$ cat config.mk
export PLATFORM = sky130hd
export DESIGN_NAME = vpu_vreg_readout_seq
export DESIGN_NICKNAME = d
export VERILOG_FILES = /design/src/rtl/vpu_scoreboard_pkg.sv /design/src/rtl/vpu_vreg_addr_gen.sv /design/src/rtl/vpu_vreg_readout_seq.sv
export SDC_FILE = /design/constraint.sdc
export NUM_CORES = 1
export LEC_CHECK = 0
export BUFFER_PORTS_ARGS = -buffer_cell sky130_fd_sc_hd__buf_2
export CORE_AREA = 8 8 109 111
export CTS_CLUSTER_SIZE = 25
export DETAILED_ROUTE_END_ITERATION = 12
export DIE_AREA = 0 0 117 119
export GPL_TIMING_DRIVEN = 0
export PLACE_DENSITY = 0.8
export SYNTH_ARGS = -nofsm -noshare
export SYNTH_HDL_FRONTEND = slang
export SYNTH_SLANG_ARGS = --single-unit
$ cat constraint.sdc
create_clock -name clk -period 3.1 [get_ports clk]
set_input_delay 0.62 -clock clk [delete_from_list [all_inputs] [get_ports clk]]
set_output_delay 0.62 -clock clk [all_outputs]
set_load 0.05 [all_outputs]
$ cat src/rtl/vpu_scoreboard_pkg.sv
// Shared types and constants for the cosim vector scoreboard blocks.
package vpu_scoreboard_pkg;
  localparam int N_LANES   = 8;
  localparam int N_BANKS   = 5;
  localparam int BANK_SIZE = 80;
  localparam int VRF_DATA  = 64;
  localparam int MAX_VLEN  = 4096;
  localparam int N_VREGS   = 32;

  localparam int ROWS_PER_VREG = MAX_VLEN / 64 / N_LANES;
  localparam int VL_W    = $clog2(MAX_VLEN / 8) + 1;
  localparam int BLK_W   = $clog2(MAX_VLEN / 64);
  localparam int NBLK_W  = BLK_W + 1;
  localparam int BYTES_W = VL_W + 3;
  localparam int LANE_W  = $clog2(N_LANES);
  localparam int BANK_W  = $clog2(N_BANKS);
  localparam int ADDR_W  = $clog2(BANK_SIZE);
  localparam int VREG_W  = $clog2(N_VREGS);

  typedef enum logic [1:0] {SEW8, SEW16, SEW32, SEW64} sew_e;
  typedef enum logic [2:0] {IDLE, ISSUE, WAIT, EMIT, DRAIN} rdseq_state_e;

  typedef struct packed {
    logic [VREG_W-1:0] vreg;
    logic [VL_W-1:0]   vl;
    sew_e              sew;
  } rdseq_req_t;

  // Number of 64-bit blocks covering vl elements of 2^sew bytes each.
  function automatic logic [NBLK_W-1:0] blk_count(input logic [VL_W-1:0] vl, input sew_e sew);
    logic [BYTES_W-1:0] nbytes;
    nbytes = BYTES_W'(vl) << sew;
    return NBLK_W'((nbytes + BYTES_W'(7)) >> 3);
  endfunction
endpackage

$ cat src/rtl/vpu_vreg_addr_gen.sv
// Block counter for one vreg readout plus lane/bank/row address of the current block.
module vpu_vreg_addr_gen
  import vpu_scoreboard_pkg::*;
(
  input  logic              clk,
  input  logic              rst_n,
  input  logic              load,
  input  logic              inc,
  input  logic [VREG_W-1:0] vreg,
  input  logic [NBLK_W-1:0] nblk,
  output logic [BLK_W-1:0]  blk,
  output logic [LANE_W-1:0] lane,
  output logic [BANK_W-1:0] bank,
  output logic [ADDR_W-1:0] addr,
  output logic              last
);
  logic [NBLK_W-1:0] nblk_q;
  logic [ADDR_W-1:0] base_q;

  always_ff @(posedge clk or negedge rst_n) begin
    if (!rst_n) begin
      blk    <= '0;
      nblk_q <= '0;
      bank   <= '0;
      base_q <= '0;
    end else if (load) begin
      blk    <= '0;
      nblk_q <= nblk;
      bank   <= BANK_W'(int'(vreg) % N_BANKS);
      base_q <= ADDR_W'(int'(vreg) / N_BANKS * ROWS_PER_VREG);
    end else if (inc) begin
      blk <= blk + BLK_W'(1);
    end
  end

  // Blocks stripe across lanes first, then advance one row per lane sweep.
  assign lane = LANE_W'(int'(blk) % N_LANES);
  assign addr = base_q + ADDR_W'(int'(blk) / N_LANES);
  assign last = (NBLK_W'(blk) + NBLK_W'(1)) == nblk_q;
endmodule

$ cat src/rtl/vpu_vreg_readout_seq.sv
// Streams one vector register out of the VRF debug port as 64-bit blocks.
// Define VPU_SB_RDSEQ_BOUNDS_CHK_EN to reject out-of-range requests instead of clamping vl.
module vpu_vreg_readout_seq
  import vpu_scoreboard_pkg::*;
(
  input  logic                clk,
  input  logic                rst_n,
  input  logic                req_valid,
  output logic                req_ready,
  input  logic [VREG_W-1:0]   req_vreg,
  input  logic [VL_W-1:0]     req_vl,
  input  logic [1:0]          req_sew,
  input  logic                flush,
  output logic                rd_valid,
  input  logic                rd_gnt,
  output logic [LANE_W-1:0]   rd_lane,
  output logic [BANK_W-1:0]   rd_bank,
  output logic [ADDR_W-1:0]   rd_addr,
  input  logic                rsp_valid,
  input  logic [VRF_DATA-1:0] rsp_data,
  output logic                out_valid,
  input  logic                out_ready,
  output logic [VRF_DATA-1:0] out_data,
  output logic [BLK_W-1:0]    out_blk,
  output logic [7:0]          out_bmask,
  output logic                out_last,
  output logic                err
);
  rdseq_state_e      state, state_nxt;
  rdseq_req_t        req;
  logic [VL_W-1:0]   vl_max, vl_eff;
  logic [BYTES_W-1:0] bytes_in;
  logic [NBLK_W-1:0] nblk_in;
  logic [2:0]        tail_in, tail_q;
  logic              bad_req, load, inc, cap, err_nxt, last;

  assign req = '{vreg: req_vreg, vl: req_vl, sew: sew_e'(req_sew)};

  always_comb begin
    vl_max   = VL_W'(MAX_VLEN / 8) >> req.sew;
    vl_eff   = (req.vl > vl_max) ? vl_max : req.vl;
    bytes_in = BYTES_W'(vl_eff) << req.sew;
    tail_in  = bytes_in[2:0];
    nblk_in  = blk_count(vl_eff, req.sew);
    bad_req  = (nblk_in == '0);
`ifdef VPU_SB_RDSEQ_BOUNDS_CHK_EN
    bad_req = bad_req || (req.vl > vl_max) || (int'(req.vreg) >= N_VREGS) ||
              (int'(req.vreg) / N_BANKS * ROWS_PER_VREG + (int'(nblk_in) - 1) / N_LANES >= BANK_SIZE);
`endif
  end

  vpu_vreg_addr_gen u_addr_gen (
    .clk  (clk),
    .rst_n(rst_n),
    .load (load),
    .inc  (inc),
    .vreg (req.vreg),
    .nblk (nblk_in),
    .blk  (out_blk),
    .lane (rd_lane),
    .bank (rd_bank),
    .addr (rd_addr),
    .last (last)
  );

  always_ff @(posedge clk or negedge rst_n) begin
    if (!rst_n) begin
      state    <= IDLE;
      tail_q   <= '0;
      out_data <= '0;
      err      <= 1'b0;
    end else begin
      state <= state_nxt;
      err   <= err_nxt;
      if (load) tail_q   <= tail_in;
      if (cap)  out_data <= rsp_data;
    end
  end

  // A granted read always has one response coming; DRAIN swallows it after a flush.
  always_comb begin
    state_nxt = state;
    load      = 1'b0;
    inc       = 1'b0;
    cap       = 1'b0;
    err_nxt   = 1'b0;
    unique case (state)
      IDLE:
        if (req_valid && !flush) begin
          if (bad_req) err_nxt = 1'b1;
          else begin
            load      = 1'b1;
            state_nxt = ISSUE;
          end
        end
      ISSUE:
        if (flush)       state_nxt = rd_gnt ? DRAIN : IDLE;
        else if (rd_gnt) state_nxt = WAIT;
      WAIT:
        if (flush) state_nxt = rsp_valid ? IDLE : DRAIN;
        else if (rsp_valid) begin
          cap       = 1'b1;
          state_nxt = EMIT;
        end
      EMIT:
        if (flush) state_nxt = IDLE;
        else if (out_ready) begin
          if (last) state_nxt = IDLE;
          else begin
            inc       = 1'b1;
            state_nxt = ISSUE;
          end
        end
      DRAIN:
        if (rsp_valid) state_nxt = IDLE;
      default: state_nxt = IDLE;
    endcase
  end

  assign req_ready = (state == IDLE);
  assign rd_valid  = (state == ISSUE);
  assign out_valid = (state == EMIT);
  assign out_last  = out_valid && last;
  assign out_bmask = !out_valid ? 8'h00 :
                     (last && tail_q != '0) ? ((8'd1 << tail_q) - 8'd1) : 8'hFF;
endmodule

-- Word-level counts from Yosys, hierarchy flattened
Cells that the tools add are included.
- output and inout bits: 96
- input bits: 88
- RAM bits: 0
- bits in read-only memories: 0
- memories: 0
- register bits: 91
- word-level logic and storage cells: 70
- bits in latches: 0
- multiplexer cells: 31
- $mul: 0
- reduce and logical (&&, ||, !) cells: 9
- shift-type cells: 3
- equality and inequality tests: 11
- $lt $le $gt $ge: 1
- $add $sub $neg: 5
- divide/modulo/power cells: 2
- bitwise gates (word level): 0
- operators by type and width (cell ; number):
    3-bit 2-to-1 mux ; 11
    6-bit by 4-bit divider with 32-bit output, second input constant ; 1
    6-bit by 4-bit remainder unit with 32-bit output, second input constant ; 1
    8-bit 2-to-1 mux ; 2
    3-bit case mux with 5 select lines ; 1
    1-bit 2-to-1 mux ; 14
    6-bit 2-to-1 mux ; 2
    10-bit by 3-bit adder with 10-bit output, second input constant ; 1
    10-bit > comparator ; 1
    10-bit 2-to-1 mux ; 1
    10-bit by 2-bit << shifter with 10-bit output ; 1
    10-bit by 2-bit >> shifter with 10-bit output, first input constant ; 1
    1-bit by 3-bit << shifter with 8-bit output, first input constant ; 1
    8-bit by 1-bit subtractor with 8-bit output, second input constant ; 1
    6-bit by 1-bit adder with 7-bit output, second input constant ; 1
    7-bit by 3-bit adder with 7-bit output ; 1
    7-bit equality test ; 1
    7-bit zero test ; 1
    6-bit by 1-bit adder with 6-bit output, second input constant ; 1
    3-bit by 2-bit equality test with 1-bit output, second input constant ; 2
    3-bit by 2-bit != test with 1-bit output, second input constant ; 2
    6-bit AND reduction ; 1
    2-bit != test, second input constant ; 2
    3-bit by 1-bit equality test with 1-bit output, second input constant ; 1
    8 further kinds ; 10

-- Depth between registers and ports, before layout
Gate-level depths: netlist of the first run.
- word-level depth: 10
- gate-level depth with buffers: 14
- gate-level depth less buffers: 13

-- Hierarchy
From an unflattened synthesis of the first run, not the netlist that was laid out.
- cell total of the unflattened synthesis: 457
- area, all modules: 5047.3 µm²
- by module, submodules not included (module ; instances ; cells an instance ; area an instance (µm²)):
    vpu_vreg_readout_seq ; 1 ; 312 ; 3641.0
    vpu_vreg_addr_gen ; 1 ; 145 ; 1406.3

-- Worst setup path after synthesis of the first run
OpenSTA, ideal clock, no wires.
- path type: register -> output
- from: register u_addr_gen.blk[0]
- to: output out_bmask[3]
- data arrival time: 3.293 ns
- cell stages (with the launch flop): 9
- data required time: 2.480 ns
- path buffers: 0
- slack: -0.813 ns
- cells stage by stage: dfrtp_1 > ha_1 > nand3_1 > xnor2_1 > o32ai_1 > o21ai_0 > nor2_1 > a21oi_1 > a21o_1
- word-level cells in the longest chain between the ends: 5
- RTL lines (what ; line ; text):
    start, declared ; vpu_vreg_addr_gen.sv:11 ; output logic [BLK_W-1:0] blk,
    start signal, assigned ; vpu_vreg_addr_gen.sv:32 ; blk <= blk + BLK_W'(1);
    6-bit by 1-bit adder with 7-bit output ; vpu_vreg_addr_gen.sv:39 ; assign last = (NBLK_W'(blk) + NBLK_W'(1)) == nblk_q;
    7-bit equality test ; vpu_vreg_addr_gen.sv:39 ;
    1-bit logical AND ; vpu_vreg_readout_seq.sv:125 ; (last && tail_q != '0) ? ((8'd1 << tail_q) - 8'd1) : 8'hFF;
    8-bit 2-to-1 mux ; vpu_vreg_readout_seq.sv:125 ;
    8-bit 2-to-1 mux ; vpu_vreg_readout_seq.sv:124 ; assign out_bmask = !out_valid ? 8'h00 :
    end, declared ; vpu_vreg_readout_seq.sv:25 ; output logic [7:0] out_bmask,
No other way between the ends.

-- Worst setup path in the final report of the first run
- from: input req_sew[0]
- to: register u_addr_gen.nblk_q[3]
- word-level cells in the longest chain between the ends: 9
- RTL lines (what ; line ; text):
    start, declared ; vpu_vreg_readout_seq.sv:12 ; input logic [1:0] req_sew,
    10-bit by 2-bit >> shifter with 10-bit output ; vpu_vreg_readout_seq.sv:40 ; vl_max = VL_W'(MAX_VLEN / 8) >> req.sew;
    10-bit > comparator ; vpu_vreg_readout_seq.sv:41 ; vl_eff = (req.vl > vl_max) ? vl_max : req.vl;
    10-bit 2-to-1 mux ; vpu_vreg_readout_seq.sv:41 ;
    10-bit by 2-bit << shifter with 10-bit output * ; vpu_scoreboard_pkg.sv:32 ; nbytes = BYTES_W'(vl) << sew;
    10-bit by 3-bit adder with 10-bit output * ; vpu_scoreboard_pkg.sv:33 ; return NBLK_W'((nbytes + BYTES_W'(7)) >> 3);
    7-bit zero test ; vpu_vreg_readout_seq.sv:45 ; bad_req = (nblk_in == '0);
    1-bit 2-to-1 mux ; vpu_vreg_readout_seq.sv:90 ; if (bad_req) err_nxt = 1'b1;
    1-bit 2-to-1 mux ; vpu_vreg_readout_seq.sv:89 ; if (req_valid && !flush) begin
    1-bit 2-to-1 mux ; vpu_vreg_readout_seq.sv:87 ; unique case (state)
    end signal, assigned ; vpu_vreg_addr_gen.sv:28 ; nblk_q <= nblk;
    end, declared ; vpu_vreg_addr_gen.sv:17 ; logic [NBLK_W-1:0] nblk_q;
Every way passes the cells marked *; elsewhere a longest branch is shown, timed or not.
A chain may end at the register's enable or synchronous reset.

==> results of run 1 <==
-- metrics by stage --
step / setup WS [ns] / setup TNS (ns) / utilization / power [mW] / cells
4_1_cts: 0.00224 / 0 / 0.644 / 6.24 / 776
3_3_place_gp: -0.444 / -8.57 / 0.610 / 5.19 / 754
2_1_floorplan: -0.209 / -3.24 / - / 4.46 / 440
5_1_grt: -0.0165 / -0.0995 / 0.657 / 6.55 / 783
3_5_place_dp: -0.471 / -9.33 / 0.613 / 5.31 / 755
6_report: 0.0916 / 0 / 0.657 / 6.23 / 783
-- per-layer routing --
metal / up-vias / GRT usage
li1: 1970 / -
met1: 1992 / 0.203
met2: 143 / 0.353
met3: 18 / 0.0419
met4: 0 / 0.0600
met5: - / 0
-- worst paths after layout --
kind | startpoint | endpoint | slack (ns) | depth (start not counted)
max reg2reg | state[2] | out_data[28] | 0.57 | 4
max in group asynchronous | rst_n | u_addr_gen.blk[1] | 2.23 | 2
min in group clk | rsp_data[61] | out_data[61] | 0.49 | 2
min | rst_n | out_data[21] | 0.24 | 1
min reg2reg | out_data[29] | out_data[29] | 0.51 | 1
max | req_sew[0] | u_addr_gen.nblk_q[3] | 0.09 | 12
-- critical path: stages --
cell	delay, ns
sky130_fd_sc_hd__buf_6	0.15
sky130_fd_sc_hd__nor2_4	0.13
sky130_fd_sc_hd__inv_1	0.05
sky130_fd_sc_hd__ha_1	0.29
sky130_fd_sc_hd__nor4bb_2	0.27
sky130_fd_sc_hd__and4b_2	0.33
sky130_fd_sc_hd__o21ai_1	0.09
sky130_fd_sc_hd__a2111o_1	0.49
sky130_fd_sc_hd__nor3b_4	0.28
sky130_fd_sc_hd__nor3_4	0.10
sky130_fd_sc_hd__buf_6	0.17
sky130_fd_sc_hd__mux2_4	0.29
-- power by group through the flow --
stage               logic [mW]  clock network (mW)  registers, mW
finish                    3.42               0.888           1.92
CTS                       3.40               0.905           1.93
global placement          3.28                   0           1.91
global route              3.59               0.956           2.00
detailed placement        3.36                   0           1.95
floorplan                 1.11                   0           3.35
-- flip-flops by register name, indices dropped and copies added (netlist names) --
register / cells
out_data: 64
u_addr_gen.nblk_q: 7
u_addr_gen.blk: 6
state: 3
tail_q: 3
u_addr_gen.bank: 3
u_addr_gen.base_q: 3
err: 1
-- layout make-up --
type                            count  area, sq um  share of cell area
Sequential cell                    90         2260               0.340
Multi-Input combinational cell    308         2720               0.410
Tap cell                          136          170              0.0257
Buffer                             24          164              0.0247
Timing Repair Buffer              194         1040               0.157
Clock buffer                        9          124              0.0187
Clock inverter                      7          101              0.0153
Inverter                           15         56.3             0.00850
-- kinds of logic after synthesis --
family	count (synthesis)
xor+xnor	14
flops	90
compound gates	66
other cells	1
simple gates	117
fa+ha+maj	11
buf+inv	42
mux	99
-- placed cells by master (no fill, tap or decap), types with 5 or more instances in the layout --
cell	instances
sky130_fd_sc_hd__xor2_1	5
sky130_fd_sc_hd__clkbuf_8	9
sky130_fd_sc_hd__mux2_2	70
sky130_fd_sc_hd__buf_4	24
sky130_fd_sc_hd__clkbuf_1	9
sky130_fd_sc_hd__mux2i_1	18
sky130_fd_sc_hd__nor2_1	25
sky130_fd_sc_hd__inv_1	15
sky130_fd_sc_hd__o21ai_0	7
sky130_fd_sc_hd__nand2_1	25
sky130_fd_sc_hd__mux2_4	10
sky130_fd_sc_hd__dfrtp_1	87
sky130_fd_sc_hd__o21a_1	6
sky130_fd_sc_hd__a21oi_1	11
sky130_fd_sc_hd__nand2b_1	7
sky130_fd_sc_hd__ha_1	7
sky130_fd_sc_hd__buf_2	178
sky130_fd_sc_hd__nor3_1	21
sky130_fd_sc_hd__xnor2_1	8
-- synth_stat cells, types with 2 or more instances --
cell	instances
sky130_fd_sc_hd__o21ba_2	4
sky130_fd_sc_hd__o22ai_1	2
sky130_fd_sc_hd__mux2_4	10
sky130_fd_sc_hd__mux2_2	70
sky130_fd_sc_hd__nand2_1	25
sky130_fd_sc_hd__o32ai_1	3
sky130_fd_sc_hd__o21ai_0	10
sky130_fd_sc_hd__mux2i_1	18
sky130_fd_sc_hd__a31oi_1	4
sky130_fd_sc_hd__a211oi_1	3
sky130_fd_sc_hd__clkbuf_1	11
sky130_fd_sc_hd__dfrtp_1	90
sky130_fd_sc_hd__nor2_1	28
sky130_fd_sc_hd__or2_2	3
sky130_fd_sc_hd__nand3_1	6
sky130_fd_sc_hd__inv_1	15
sky130_fd_sc_hd__o22a_1	2
sky130_fd_sc_hd__o21a_1	6
sky130_fd_sc_hd__buf_2	3
sky130_fd_sc_hd__nor3_1	23
sky130_fd_sc_hd__a21oi_1	16
sky130_fd_sc_hd__or3_1	4
sky130_fd_sc_hd__nand2b_1	8
sky130_fd_sc_hd__xnor2_1	9
sky130_fd_sc_hd__ha_1	11
sky130_fd_sc_hd__and2_1	3
sky130_fd_sc_hd__xor2_1	5
sky130_fd_sc_hd__nand4b_1	3
sky130_fd_sc_hd__buf_6	2
sky130_fd_sc_hd__buf_4	10
sky130_fd_sc_hd__o211ai_1	3
sky130_fd_sc_hd__nor2b_1	4
-- timing repair --
action	in CTS	in global routing
setup endpoints to repair	26	30
hold endpoints to repair	0	0
setup buffers	5	9
pin swaps	5	10
cloned	0	1
gates resized for setup	11	19
==> impl_summary.md, run 1 <==
Drt
The highest metal layer with signal wires is met4. In the final routed layout, each cell accounts on average for 17.2 microns. Summing over every cut layer, the via total after detailed routing is 4123.

The total met3 wirelength after detailed routing is 1.03 mm. For this block, wires on met1 add up to 5.09 mm. The DRC violation total after the first TritonRoute iteration is 180.

The pre-antenna-repair detailed-routing pass consisted of 4 iterations. In this run the remaining antenna-violating nets after routing total 0. The detailed-route wire length is 13.4 mm. In the routed design, unresolved DRC markers number 0.

Using the TritonRoute via totals, the vias-per-cell ratio works out to approximately 5.3. The total met2 wirelength after detailed routing is 7.12 mm.

Yosys
For this run, the leading register cell type out of synthesis is sky130_fd_sc_hd__dfrtp_1. The synthesized net count is 539. The synthesized netlist occupies a cell area of 4960 sq um.

The synthesized design contains 90 register bits. The share of the Yosys chip area taken by registers is 0.454. The total number of yosys warnings is 0. Of the post-synthesis cell area, the part taken by muxes is 0.228.

Counting distinct cell types in the post-synthesis netlist gives 58. Counting flops with a built-in enable in the synthesized netlist gives 0. Of the post-synthesis cell area, the dominant cell type holds 0.454. The cell taking the most area after synthesis is sky130_fd_sc_hd__dfrtp_1. Of the total synthesized cell area, the portion taken by AND, OR, NAND and NOR gates is 0.125. The mean instance size in the synthesized netlist is 11.3 sq um.

The share of async-settable or async-resettable flops after synthesis is 1.00. The fraction of the mapped netlist area in compound gates is 0.0968. Counting every instance in the synthesized netlist gives 440. Of the total synthesized cell area, the portion taken by full adders, half adders and majority gates is 0.0277. The largest family of logic cells by synthesized area is multiplexers.

Of the total synthesized cell area, the portion taken by XOR and XNOR cells is 0.0247. Sorting the synthesized cells by area gives the leading types as sky130_fd_sc_hd__dfrtp_1 45%, sky130_fd_sc_hd__mux2_2 16%, sky130_fd_sc_hd__mux2i_1 3.6%.

Job
The total of max-cap violations is 0.

Clock network
After clock tree synthesis, the clock-pin slew on the worst setup and hold paths is 0.09 ns. The number of hold buffers added after CTS was 0. The H-tree was split into 3 levels. TritonCTS built the clock tree. The cell chosen for the clock root is sky130_fd_sc_hd__clkbuf_8. The TritonCTS sink count is 90. The maximum clock path buffer count is 2. In this run, CTS created clock tree buffers numbering 9. The later pin in the worst-skew pair is clocked with a latency of 0.35 ns.

Worst setup path
For the worst setup path, the data required time is roughly 3.4 ns. The endpoint arrival time on the critical path is 3.25 ns. STA classifies the critical path startpoint as an input port.

The highest fanout seen on the critical path is 17. The critical path in this run is classified as in2reg. The worst setup path is captured at a register.

STA
The final worst-path cycle share is 0.970. The final-report max-slew violation count is 0. The relative slew slack is 0.322. After layout, the minimum clock period comes to 3.01 ns. The count of final hold-check violations came to 0. Setup violations remaining at the end of the flow were counted as 0.

The worst clock skew on the final layout is roughly 0.0077 ns. The worst hold slack is roughly 0.24 ns. The maximum clock rate is 332 MHz. The actual transition at the worst max-transition pin is ~1.0 ns.

Placed design
The placer's final routability congestion estimate is 0.847. After detailed placement, the total cell area comes to between 6000 and 7000 sq um. The number of port buffers is 178. The HPWL after detailed placement is 10.8 mm.

Die
The number of I/O pins is 184. The initial core utilization is 0.492. The die covers 13900 sq um. The horizontal die dimension is about 120 microns.

The vertical extent of the die is between 100 and 150 microns. The floorplan step defined a core boundary enclosing about 10000 sq um. The count of standard-cell rows is 37.

Finish
The net count of the finished layout is 741. The share of cells above drive strength 1 is 0.541. 0 antenna diodes ended up in the layout. The final-layout fill cell count is 809. Relative to the synthesized area, the layout overhead comes to 33.6%. The final instance area is 6630 sq um.

Pwr
The net load switching power is 3.10 mW. IR analysis of the VDD net gives a maximum drop of 0.574 mV. The clock power share is 0.142. Internal power comes to 3.13 mW.

Of the total power, the share spent switching nets is 0.497. The share of total power dissipated in sequential elements is 0.309. Dividing total power by cell area gives a power density of 941 nW/um^2. The leakage power summed over all cells is 3.29 nW. The combinational share of power is 0.549.

Worst hold path
The kind of path behind the tightest hold check is in2async.

Status
The flow ran to the end, and the final reports show no timing, DRC or antenna violations.

GRT
The total congestion overflow is 0. The initial antenna violation count came to 0. The combined global-route utilization of all metal layers is 0.189. The global-route wire length before repair is 21.0 mm.

The via count of the first global-routing pass is roughly 4.2k. Entering global routing, the biggest net connects roughly 50 pins.
(Power assumes the default switching activity.)
==> run 2: changes to the inputs <==
--- a/config.mk
+++ b/config.mk
@@ -8,8 +8,7 @@
 export BUFFER_PORTS_ARGS = -buffer_cell sky130_fd_sc_hd__buf_2
-export CORE_AREA = 8 8 109 111
+export CORE_AREA = 8 8 129 131
 export CTS_CLUSTER_SIZE = 25
 export DETAILED_ROUTE_END_ITERATION = 12
-export DIE_AREA = 0 0 117 119
+export DIE_AREA = 0 0 137 139
 export GPL_TIMING_DRIVEN = 0
-export PLACE_DENSITY = 0.8
 export SYNTH_ARGS = -nofsm -noshare
==> constraint.sdc (replaced) <==
create_clock -name clk -period 3.1 [get_ports clk]
set_input_delay 0.155 -clock clk [delete_from_list [all_inputs] [get_ports clk]]
set_output_delay 0.155 -clock clk [all_outputs]
set_load 0.05 [all_outputs]
==> impl_summary.md, run 2 (synthesis gave the netlist of run 1 again) <==
Worst hold path
The startpoint identified for the worst hold timing path is rsp_data[11]. The tightest min-delay check is of the in2reg type. The hold path endpoint is out_data[11]. The worst hold path passes through 2 cells.

STA
The clock period minus worst slack is 2.89 ns (-0.120 ns). The maximum clock rate is 346 MHz (+4.2%). The total negative setup slack is 0 ns (unchanged). The final worst-path cycle share was 0.932 (-0.0387). The relative slew slack is 0.173 (-0.149). The final-report max-slew violation count came to 0 (unchanged). The count of final hold-check violations is 0 (unchanged). The number of failing setup endpoints in the final timing report is 0 (unchanged). The actual transition at the worst max-transition pin is 1.23 ns (+0.221 ns). The worst hold slack is 0.0522 ns (-0.187 ns). The worst clock skew on the final layout came to 0.00697 ns (-0.000748 ns). Setup repair after global routing left no endpoint under its margin.

GRT
The total congestion overflow is 0 (unchanged). The initial antenna violation count is 0 (unchanged). The via count of the first global-routing pass is 4168 (-1.4%).

The combined global-route utilization of all metal layers came to 0.132 (-0.0562). The pin count of the biggest net entering global routing is 49 (unchanged). The global-route wire length before repair came to 20.9 mm (-0.62%).

Worst setup path
The count of cells along the worst register-to-register path is 4 (unchanged). STA classifies the critical path startpoint as an input port. The capture instance of the worst register-to-register path is out_data[33]. The highest fanout seen on the critical path was 10 (-7).

The category of the critical setup timing path is in2reg. STA classifies the critical path endpoint as a register. The required time of the worst setup path is 3.31 ns (-0.04 ns). The endpoint arrival time on the critical path is 3.10 ns (-0.15 ns). The register-to-register path setup slack is 0.40 ns (-0.17 ns).

The launch point of the worst reg-to-reg path is state[2].

Finish
The antenna diode instance count is 0 (unchanged). The largest registers in the layout are out_data x64, u_addr_gen.nblk_q x7, u_addr_gen.blk x6. The number of flip-flops in the largest register is 64 (unchanged). The number of nets in the final layout is 729 (-1.6%).

The share of cells above drive strength 1 was 0.490 (-0.0512). The register with the most flip-flops is out_data. The most common cell after layout, fill and taps aside is sky130_fd_sc_hd__buf_2.

The area growth from synthesis to final layout is 30.2%. In the layout the commonest cells are 181 x sky130_fd_sc_hd__buf_2, 90 x sky130_fd_sc_hd__dfrtp_1, 70 x sky130_fd_sc_hd__mux2_2.

Drt
The number of vias in the routed layout came to 4018 (-2.5%). The first-pass iteration count of the detailed router is 4 (unchanged). The vias per cell is 4.88 (-7.3%). The detailed-route wire length is 13.0 mm (-3.3%). The total met2 wirelength after detailed routing is 6.09 mm (-14%). The met1 layer wirelength in the final routing came to 5.63 mm (+10%).

The highest metal layer with signal wires is met4. The DRC violation total after the first TritonRoute iteration is 124 (-31%). The number of nets still failing antenna checks after routing is 0 (unchanged). The post-route DRC violation count is 0 (unchanged). The routed wire length per instance is 15.8 microns (-8.0%).

The total met3 wirelength after detailed routing came to 1.12 mm (+8.7%).

Pwr
The worst voltage drop across the vdd grid is 0.352 mV (-39%). The leakage power summed over all cells was 3.24 nW (-1.6%). The overall power is 6.30 mW (+1.0%). The power density relative to cell area was 975 nW/um^2 (+3.6%).

Die
The die area is 19000 sq um (+37%). The count of standard-cell rows is 45 (+22%). The horizontal die dimension came to 137 microns (+17%).

The initial core utilization is 0.336 (-0.155). The number of I/O pins is 184 (unchanged). The vertical extent of the die is 139 microns (+17%). The area of the core is 14800 sq um (+46%).

Placed design
The HPWL after detailed placement is 10.6 mm (-1.8%). The placer's final routability congestion estimate is 0.837 (-1.2%). The number of port buffers is 178 (unchanged).

Clock network
The worst-skew pair later-pin latency is 0.33 ns (-0.02 ns). TritonCTS built the clock tree. The number of buffers inserted during clock tree synthesis is 9 (unchanged). The maximum clock path buffer count came to 2 (unchanged).

The count of H-tree levels built during CTS is 3 (unchanged). The cell chosen for the clock root is sky130_fd_sc_hd__clkbuf_16. The TritonCTS sink count came to 90 (unchanged). The number of post-CTS setup repair buffers is 0 (-5).

The clock transition at the registers of the reported paths is 0.07 ns (-0.02 ns).

Status
The flow ran to the end, and the final reports show no timing, DRC or antenna violations.

Job
The total of max-cap violations came to 0 (unchanged).
-- run 2: cell types whose count changed in the layout (fill, tap and decap cells not counted), moves of 4 or more --
cell and delta:
sky130_fd_sc_hd__buf_4 -13, sky130_fd_sc_hd__clkbuf_16 +9, sky130_fd_sc_hd__clkbuf_8 -8, sky130_fd_sc_hd__a21oi_1 +4
sky130_fd_sc_hd__ha_1 +4
-- run 2: repair_timing --
item	in CTS	in global routing
gates resized for setup	1	3
setup endpoints to repair	20	19
hold buffers	1	0
hold endpoints to repair	42	0
pin swaps	0	0
gates cloned	0	0
-- run 2: layout make-up --
type	count	area, sq um
clock buffers	10	239
flip-flops and latches	90	2250
multi-input cells	308	2520
well taps	188	235
inverters	15	56.3
repair buffers	180	931
plain buffers	26	155
fillers	1394	8290
clock inverters	6	71.3
-- run 2: layer usage --
metal	vias up	track usage
li1	1955	-
met1	1918	0.163
met2	136	0.225
met3	9	0.0293
met4	0	0.0372
met5	-	0
-- run 2: worst max-delay path by stage --
stage / slack [ns] / from / cells after the start / endpoint
after CTS: 0.02 / u_addr_gen.blk[0] / 9 / out_bmask[5]
after floorplan: -0.02 / u_addr_gen.blk[0] / 8 / out_bmask[3]
after global routing: 0.02 / u_addr_gen.blk[0] / 9 / out_bmask[5]
after global placement: -0.40 / req_sew[1] / 13 / u_addr_gen.bank[1]
final: 0.21 / req_vreg[2] / 12 / u_addr_gen.bank[0]
after detailed placement: -0.49 / req_sew[1] / 13 / u_addr_gen.bank[1]
-- run 2: stage by stage --
stage                     instances  instance area (sq um)  worst slack (ns)  utilization
after floorplan                 440                   4980           -0.0192            -
after global placement          806                   6100            -0.404        0.414
after detailed placement        807                   6130            -0.488        0.416
after CTS                       823                   6450            0.0172        0.437
after global routing            823                   6460            0.0208        0.438
final                           823                   6460             0.212        0.438
-- run 2: worst max-delay path: stages --
cell and delay (ns):
sky130_fd_sc_hd__buf_2 0.15, sky130_fd_sc_hd__or2_2 0.34, sky130_fd_sc_hd__ha_1 0.33, sky130_fd_sc_hd__nand4b_1 0.19, sky130_fd_sc_hd__a211oi_1 0.42, sky130_fd_sc_hd__nor3_1 0.16, sky130_fd_sc_hd__xnor2_1 0.29, sky130_fd_sc_hd__ha_1 0.24
sky130_fd_sc_hd__nor2b_1 0.18, sky130_fd_sc_hd__o211ai_1 0.19, sky130_fd_sc_hd__xnor2_1 0.18, sky130_fd_sc_hd__mux2_4 0.26
-- run 2: report_power, final --
part	switching [mW]	internal, mW	total [mW]	leakage [nW]
Combinational	2.31	0.960	3.27	1.94
Clock	0.456	0.654	1.11	0.146
Sequential	0.273	1.64	1.92	1.15
